<file path="config.mk">
export PLATFORM = sky130hd
export DESIGN_NAME = alu_arbiter
export DESIGN_NICKNAME = d
export VERILOG_FILES = /design/src/rtl/alu_arbiter.sv
export SDC_FILE = /design/constraint.sdc
export NUM_CORES = 1
export LEC_CHECK = 0
export CAP_MARGIN = 20
export CORE_UTILIZATION = 50
export DETAILED_ROUTE_END_ITERATION = 8
export PLACE_DENSITY = 0.75
export SLEW_MARGIN = 20
export SYNTH_ARGS = -nofsm -noshare
export SYNTH_HDL_FRONTEND = slang
export SYNTH_SLANG_ARGS = --single-unit
</file>
<file path="constraint.sdc">
create_clock -name CLK -period 5.2 [get_ports CLK]
set_clock_uncertainty 0.1 [all_clocks]
set_input_delay 1.3 -clock CLK [delete_from_list [all_inputs] [get_ports CLK]]
set_output_delay 1.3 -clock CLK [all_outputs]
set_load 0.02 [all_outputs]
</file>
<file path="src/rtl/alu_arbiter.sv">
// Two-requester front end that shares one OTTER-encoded 32-bit ALU.
// Each operation takes 3 states: IDLE (grant/accept), EXEC (evaluate), RESP (hold result).
module alu_arbiter_alu (
  input  logic [31:0] a,
  input  logic [31:0] b,
  input  logic [3:0]  func,
  output logic [31:0] y
);
  always_comb begin
    y = a + b;
    case (func)
      4'b0000: y = a + b;
      4'b1000: y = a - b;
      4'b0110: y = a | b;
      4'b0111: y = a & b;
      4'b0100: y = a ^ b;
      4'b0101: y = a >> b[4:0];
      4'b0001: y = a << b[4:0];
      4'b1101: y = $unsigned($signed(a) >>> b[4:0]);
      4'b0010: y = {31'b0, $signed(a) < $signed(b)};
      4'b0011: y = {31'b0, a < b};
      4'b1001: y = a;
      default: y = a + b;
    endcase
  end
endmodule

module alu_arbiter (
  input  logic        CLK,
  input  logic        RST_N,
  input  logic        req0_valid,
  output logic        req0_ready,
  input  logic [31:0] req0_srcA,
  input  logic [31:0] req0_srcB,
  input  logic [3:0]  req0_func,
  output logic        rsp0_valid,
  output logic [31:0] rsp0_result,
  input  logic        rsp0_ready,
  input  logic        req1_valid,
  output logic        req1_ready,
  input  logic [31:0] req1_srcA,
  input  logic [31:0] req1_srcB,
  input  logic [3:0]  req1_func,
  output logic        rsp1_valid,
  output logic [31:0] rsp1_result,
  input  logic        rsp1_ready,
  output logic        busy
);
  typedef enum logic [1:0] {IDLE, EXEC, RESP} state_t;

  state_t      state_q, state_d;
  logic        prio_q, gnt_q, gnt_d, accept, done;
  logic [31:0] a_q, b_q, res_q, alu_y;
  logic [3:0]  f_q;

  // Tie goes to the pointer; otherwise whichever side is valid (req1 only if req0 idle).
  assign gnt_d  = (req0_valid & req1_valid) ? prio_q : req1_valid;
  // RST_N gating keeps ready low while reset is held, even though state already reads IDLE.
  assign accept = RST_N & (state_q == IDLE) & (req0_valid | req1_valid);
  assign done   = (state_q == RESP) & (gnt_q ? rsp1_ready : rsp0_ready);

  always_comb begin
    state_d = state_q;
    case (state_q)
      IDLE:    if (accept) state_d = EXEC;
      EXEC:    state_d = RESP;
      RESP:    if (done) state_d = IDLE;
      default: state_d = IDLE;
    endcase
  end

  alu_arbiter_alu u_alu (.a(a_q), .b(b_q), .func(f_q), .y(alu_y));

  always_ff @(posedge CLK or negedge RST_N) begin
    if (!RST_N) begin
      state_q <= IDLE;
      prio_q  <= 1'b0;
      gnt_q   <= 1'b0;
      a_q     <= '0;
      b_q     <= '0;
      f_q     <= '0;
      res_q   <= '0;
    end else begin
      state_q <= state_d;
      if (accept) begin
        gnt_q <= gnt_d;
        a_q   <= gnt_d ? req1_srcA : req0_srcA;
        b_q   <= gnt_d ? req1_srcB : req0_srcB;
        f_q   <= gnt_d ? req1_func : req0_func;
      end
      if (state_q == EXEC) res_q <= alu_y;
      if (done) prio_q <= ~gnt_q;
    end
  end

  assign req0_ready  = accept & ~gnt_d;
  assign req1_ready  = accept &  gnt_d;
  assign rsp0_valid  = (state_q == RESP) & ~gnt_q;
  assign rsp1_valid  = (state_q == RESP) &  gnt_q;
  assign rsp0_result = gnt_q ? 32'd0 : res_q;
  assign rsp1_result = gnt_q ? res_q : 32'd0;
  assign busy        = (state_q != IDLE);
endmodule

</file>
==> flow_summary.ini <==
[outcome]
status = finished, final reports clean

[clock_tree]
htreeDepth = 3
cts_tree = yes
post_cts_buffers = 0
ctsResizeCount = 0
clock_latency_ns = 0.38
clock-sinks = 104
cts_hold_buf = 0
clockBufferDepth = 2
clkSlewWorstSetupHoldPaths_ns = 0.08
cts_buffers = 9
clockRootBuffer = clkbuf_16

[setup_path]
critPathKind = input port to output port
crit_chain = clkdlybuf4s50_1 -> inv_1 -> o21ai_4 -> buf_4 -> nor2_1 -> clkdlybuf4s50_1
crit_path_max_incr_delay_ns = 0.54
cp_num_buf_inv = 4
worstSetupEndpointType = output port
crit_fanout = 13
worst_path_most_repeated_cell = clkdlybuf4s50_1
path_delay_family = buffers and inverters
critPathLaunchType = input port
critical_path_required_ns = 3.80
cp-startpoint = req0_valid
cp.arrival_ns = 2.93
worstReg2RegStart = a_q[3]$_DFFE_PN0P_
cp_slowest_cell = clkdlybuf4s50_1

[place]
dp_slack_ns = 0.864
place_hpwl_um = 42200
post_dp_cell_area_um2 = 16200
gp_congestion = 1.03
port_buffers = 210

[floorplanning]
ios = 211
chipHeight_um = 169
coreArea_um2 = 27100
num_rows = 60
die_area_um2 = 28500
fp.dieW_um = 169
start_util_pct = 51.3

[sta]
setup_violations = 0
finalWorstSetupSlack_ns = 0.867
slew_headroom_pct = 32.8
maxSlewViolCount = 0
tightest_slew_ns = 0.997
hold_violations = 0
max_clock_freq_mhz = 231
period_share_pct = 83.3
setup_tns_ns = 0
fin_crit_ns = 4.33
rsz0062_at_grt = no

[synth]
ys_warn_count = 0
synthCells = 1761
synthArstFlopShare_pct = 100
ys_types = 91
synth_edf_count = 0
syn-cell-area_um2 = 13900
synth_nets = 2002
ys_seq_area_share_pct = 18.7
syn_area_per_cell_um2 = 7.89
synthFlopType = dfrtp_1
ys_ff_latch = 104

[global_routing]
grt_pass1_vias = 14000
grt_max_degree = 106
grt_use_met1_pct = 55.7
met2_usage_pct = 59.4
grt_pass1_wl_um = 85200
grt_overflow = 0
antenna_found_initial = 5
grt.busiest_layer = met2
use_met3_pct = 9.38
grt_usage_pct = 39.7

[power_and_ir_drop]
p_total_mw = 13.1
power.leakage_nw = 6.71
p_per_area_nw_per_um2 = 796
irDropWorstVdd_v = 0.000601

[final_layout]
drive_gt1_share_pct = 8.63
n_fill_cell = 2573
antenna-diode-count = 0
final_area_um2 = 16400
syn2layout_area_growth_pct = 18.3
fin_nets = 2102

[routing]
ant_nets = 0
drt_pass1_iterations = 6
drc_errors = 0
drt_wl_total_um = 56200
drt_iter0_markers = 2124
wl_per_cell_um = 25.1
via_per_inst = 6.70
num_vias = 14986

[hold_path]
hp-class = register to register
holdCritStartpoint = res_q[2]$_DFFE_PN0N_

[flow_run]
drv_cap = 0
-- placed cells by master (no fill, tap or decap), types with 11 or more instances in the layout --
cell | netlist | layout
a21oi_1 | 108 | 107
clkdlybuf4s50_1 | 0 | 209
o21ai_0 | 166 | 165
a211oi_1 | 20 | 20
nand2_1 | 149 | 148
a31oi_1 | 13 | 13
a221oi_1 | 24 | 24
and2_1 | 36 | 36
o211ai_1 | 25 | 25
nor3_1 | 38 | 35
a222oi_1 | 14 | 14
mux4_2 | 58 | 58
xnor2_1 | 11 | 11
ha_1 | 97 | 97
or3_1 | 20 | 20
buf_4 | 2 | 44
mux2i_1 | 106 | 106
o21bai_1 | 17 | 17
o22ai_1 | 21 | 21
nor2b_1 | 45 | 44
o31ai_1 | 17 | 17
inv_1 | 101 | 101
dfrtp_1 | 104 | 101
nor2_1 | 169 | 168
nand2b_1 | 16 | 16
o2111ai_1 | 14 | 14
nand3_1 | 36 | 36
-- metrics by stage --
step	hold slack, ns	std cells	util, %
after global routing	0.436	2238	60.7
after CTS	0.399	2238	60.7
final	0.390	2238	60.7
after global placement	0.372	2222	59.6
after detailed placement	0.381	2222	59.6
after floorplan	0.355	1761	-
-- sequential cells by signal (all words and copies together) (netlist names) --
signal and flops:
a_q 32, b_q 32, res_q 32, f_q 4, state_q 2, gnt_q 1, prio_q 1
-- tightest hold or removal path, stage by stage, from the launching register on --
cell,delay (ns)
dfrtp_1,0.35
nand2_1,0.05
o21ai_0,0.06
-- worst paths after layout --
check | to | slack (ns) | depth (start not counted)
worst min register to register | res_q[2]$_DFFE_PN0N_ | 0.39 | 2
max in group asynchronous | b_q[0]$_DFFE_PN0P_ | 2.53 | 3
worst max register to register | res_q[31]$_DFFE_PN0N_ | 1.00 | 10
worst max-delay path | req1_ready | 0.87 | 6
worst min-delay path | res_q[2]$_DFFE_PN0N_ | 0.39 | 2
min in group asynchronous | b_q[28]$_DFFE_PN0P_ | 0.78 | 1
-- where the power goes --
part           internal (mW)  leakage (nW)  switching [mW]
combinational           3.97          5.32            6.40
clock                  0.347         0.141           0.383
sequential              1.19          1.25           0.805
total                   5.50          6.71            7.59
-- cell type report --
class	count	area, um^2	share of cell area (%)
Sequential cell	104	2610	15.9
Tap cell	372	465	2.83
Clock inverter	6	50.0	0.304
Timing Repair Buffer	253	2420	14.7
Clock buffer	10	239	1.45
Multi-Input combinational cell	1388	10300	62.4
Inverter	105	394	2.40
-- cells by family (layout without fill, tap and decap cells) --
group	Yosys count	count (layout)	synth area share, %
DFF	104	104	18.7
muxes	175	175	18.7
adders and majority gates	99	99	9.02
xor gates and xnor gates	12	12	0.756
buffers and inverters	269	374	7.78
and+or+nand+nor	557	557	19.0
AOI/OAI and AO/OA	545	545	26.0
-- Yosys cell counts (20+ instances only) --
| cell | n | area [um^2] |
|---|---|---|
| nor2_1 | 169 | 634 |
| o21ai_0 | 166 | 831 |
| nand2_1 | 149 | 559 |
| clkbuf_1 | 121 | 454 |
| a21oi_1 | 108 | 541 |
| mux2i_1 | 106 | 1060 |
| dfrtp_1 | 104 | 2600 |
| inv_1 | 101 | 379 |
| ha_1 | 97 | 1210 |
| mux4_2 | 58 | 1310 |
| nor2b_1 | 45 | 282 |
| nor3_1 | 38 | 190 |
| and2_1 | 36 | 225 |
| nand3_1 | 36 | 180 |
| o211ai_1 | 25 | 188 |
| a221oi_1 | 24 | 210 |
| o22ai_1 | 21 | 131 |
| a211oi_1 | 20 | 150 |
| buf_1 | 20 | 75.1 |
| or3_1 | 20 | 125 |
-- metal layers --
metal / share of wire, % / vias up
met4: 3.9 / 8
met5: 0.098 / -
met3: 11 / 156
li1: - / 6685
met1: 41 / 7208
met2: 43 / 929
(Power assumes the default switching activity.)
==> patch, RTL diff (config.mk and constraints unchanged) <==
Make the reset (`RST_N`) synchronous in one clocked block.
--- a/src/rtl/alu_arbiter.sv
+++ b/src/rtl/alu_arbiter.sv
@@ -73,3 +73,3 @@
 
-  always_ff @(posedge CLK or negedge RST_N) begin
+  always_ff @(posedge CLK) begin
     if (!RST_N) begin
Formal check against the unedited RTL: differs if RST_N is asserted again (counterexample within 4 cycles, from zero or initial values and one cycle with RST_N low); with RST_N held inactive, the same outputs for 4 cycles.
==> patch against the unedited design <==
Final cell count up 3.6%. Sequential cell count unchanged. Count of clock-buffer cells in the layout unchanged. Via count up 4.6%. Non-clock buffer count up 1. Setup slack better by 40 ps. Wire length up 5.4%. Area after synthesis down 1.2%. Die area down 1.2%. Cell area down 1.1%. Highest routed layer unchanged.
Power is left out: it rests on default switching activity, and per cell area and clock period it moved more than threefold.
==> patch: results (changes against the unedited design) <==
stage,metric,value,unit,change
global_route,met2 global-route usage,64.8,%,+5.4 points
timing,Max Clk Rate,233,MHz,+0.94%
global_route,first-pass GRT wire length,88.7,mm,+4.1%
critical_path,Worst path max stage delay,670,ps,+130 ps
yosys,ys async rst share,0,%,-100 points
global_route,GRT met3 Usage,8.79,%,-0.58 points
yosys,Cell variety after synth,87,,-4.4%
critical_path,worst r2r src,a_q[13]$_SDFFE_PN0P_,,
detailed_routing,met3 wire length,6.86,mm,+6.4%
global_route,pin count of the biggest net entering global routing,84,,-21%
detailed_routing,TritonRoute pass-1 iters,6,,unchanged
yosys,post-synthesis compound-gate area fraction,32.2,%,+6.2 points
yosys,largest cells by area after synthesis,"dfxtp_1, ha_1, mux2i_1",,
place,Place WS,882,ps,+17.9 ps
status,status,completed,,
detailed_routing,final wirelength,59.3,mm,+5.4%
critical_path,Register-to-Register Path Depth,12,,+2
cts,H-tree depth,3,,unchanged
global_route,vias in the first global route,14400,,+3.0%
detailed_routing,routed wl met2,25.6,mm,+5.6%
layout,fillcell total,2524,,-1.9%
critical_path,Worst Setup SP,req1_valid,,
layout,Nets,2206,,+4.9%
critical_path,Critical R2R Capture,res_q[30]$_SDFFE_PN0N_,,
critical_path,CP Data Arrival Time,2890,ps,-40 ps
yosys,Synth top cells by count,"nand2_1, nor2_1, clkbuf_1",,
yosys,Synth Area in XOR/XNOR,1.08,%,+0.33 points
layout,largest registers,"a_q x32, b_q x32, res_q x32",,
yosys,Adder-Cell Fraction of Synth Area,9.13,%,+0.11 points
min_path,Worst Min Path Start,res_q[11]$_SDFFE_PN0N_,,
place,hpwl dp,44.4,mm,+5.4%
yosys,"Seq/Total Area, Yosys",15.2,%,-3.6 points
timing,hold_ws,366,ps,-23.7 ps
cts,Clock Path Buffers,2,,unchanged
yosys,syn nets,2119,,+5.8%
min_path,Hold Path Sink,res_q[11]$_SDFFE_PN0N_,,
detailed_routing,M1 WL,23.1,mm,-0.88%
place,Routability Congestion,1.06,,+2.9%
detailed_routing,DRT iter0 DRCs,2095,,-1.4%
critical_path,critical path's top delay family,buffers and inverters,,
global_route,met1 Resource Use GR,53.2,%,-2.5 points
detailed_routing,Via density,6.76,,+0.91%
timing,worst slew pin tran,998,ps,+1.11 ps
layout,layout cells sized above 1,7.21,%,-1.4 points
yosys,mux contribution to synthesized area,15.2,%,-3.5 points
global_route,GRT Overall Usage,41.6,%,+1.9 points
patch: area by class of cell:
type / count / area [sq um] / share of cell area, %
timing repair buffer: 254 / 2430 / 14.9
antenna: 8 / 20.0 / 0.123
sequential: 104 / 2090 / 12.9
multi-input combinational: 1497 / 10600 / 65.2
clock inverter: 6 / 70.1 / 0.431
clock buffer: 10 / 250 / 1.54
tap: 341 / 427 / 2.62
inverter: 99 / 374 / 2.30
patch: stage by stage:
| step | instance area (sq um) | std cells |
|---|---|---|
| after detailed placement | 15900 | 2295 |
| final | 16300 | 2319 |
| after global placement | 15900 | 2295 |
| after global routing | 16200 | 2311 |
| after floorplan | 13700 | 1878 |
| after CTS | 16200 | 2311 |
patch: cell families (layout without fill, tap and decap cells):
logic type               after synthesis  after routing
AO/OA/AOI/OAI                        631            631
other                                  0              8
XOR/XNOR                              17             17
multiplexers                         166            166
buffers and inverters                277            369
adder cells (fa/ha/maj)               99             99
AND/OR/NAND/NOR                      584            584
flip-flops                           104            104
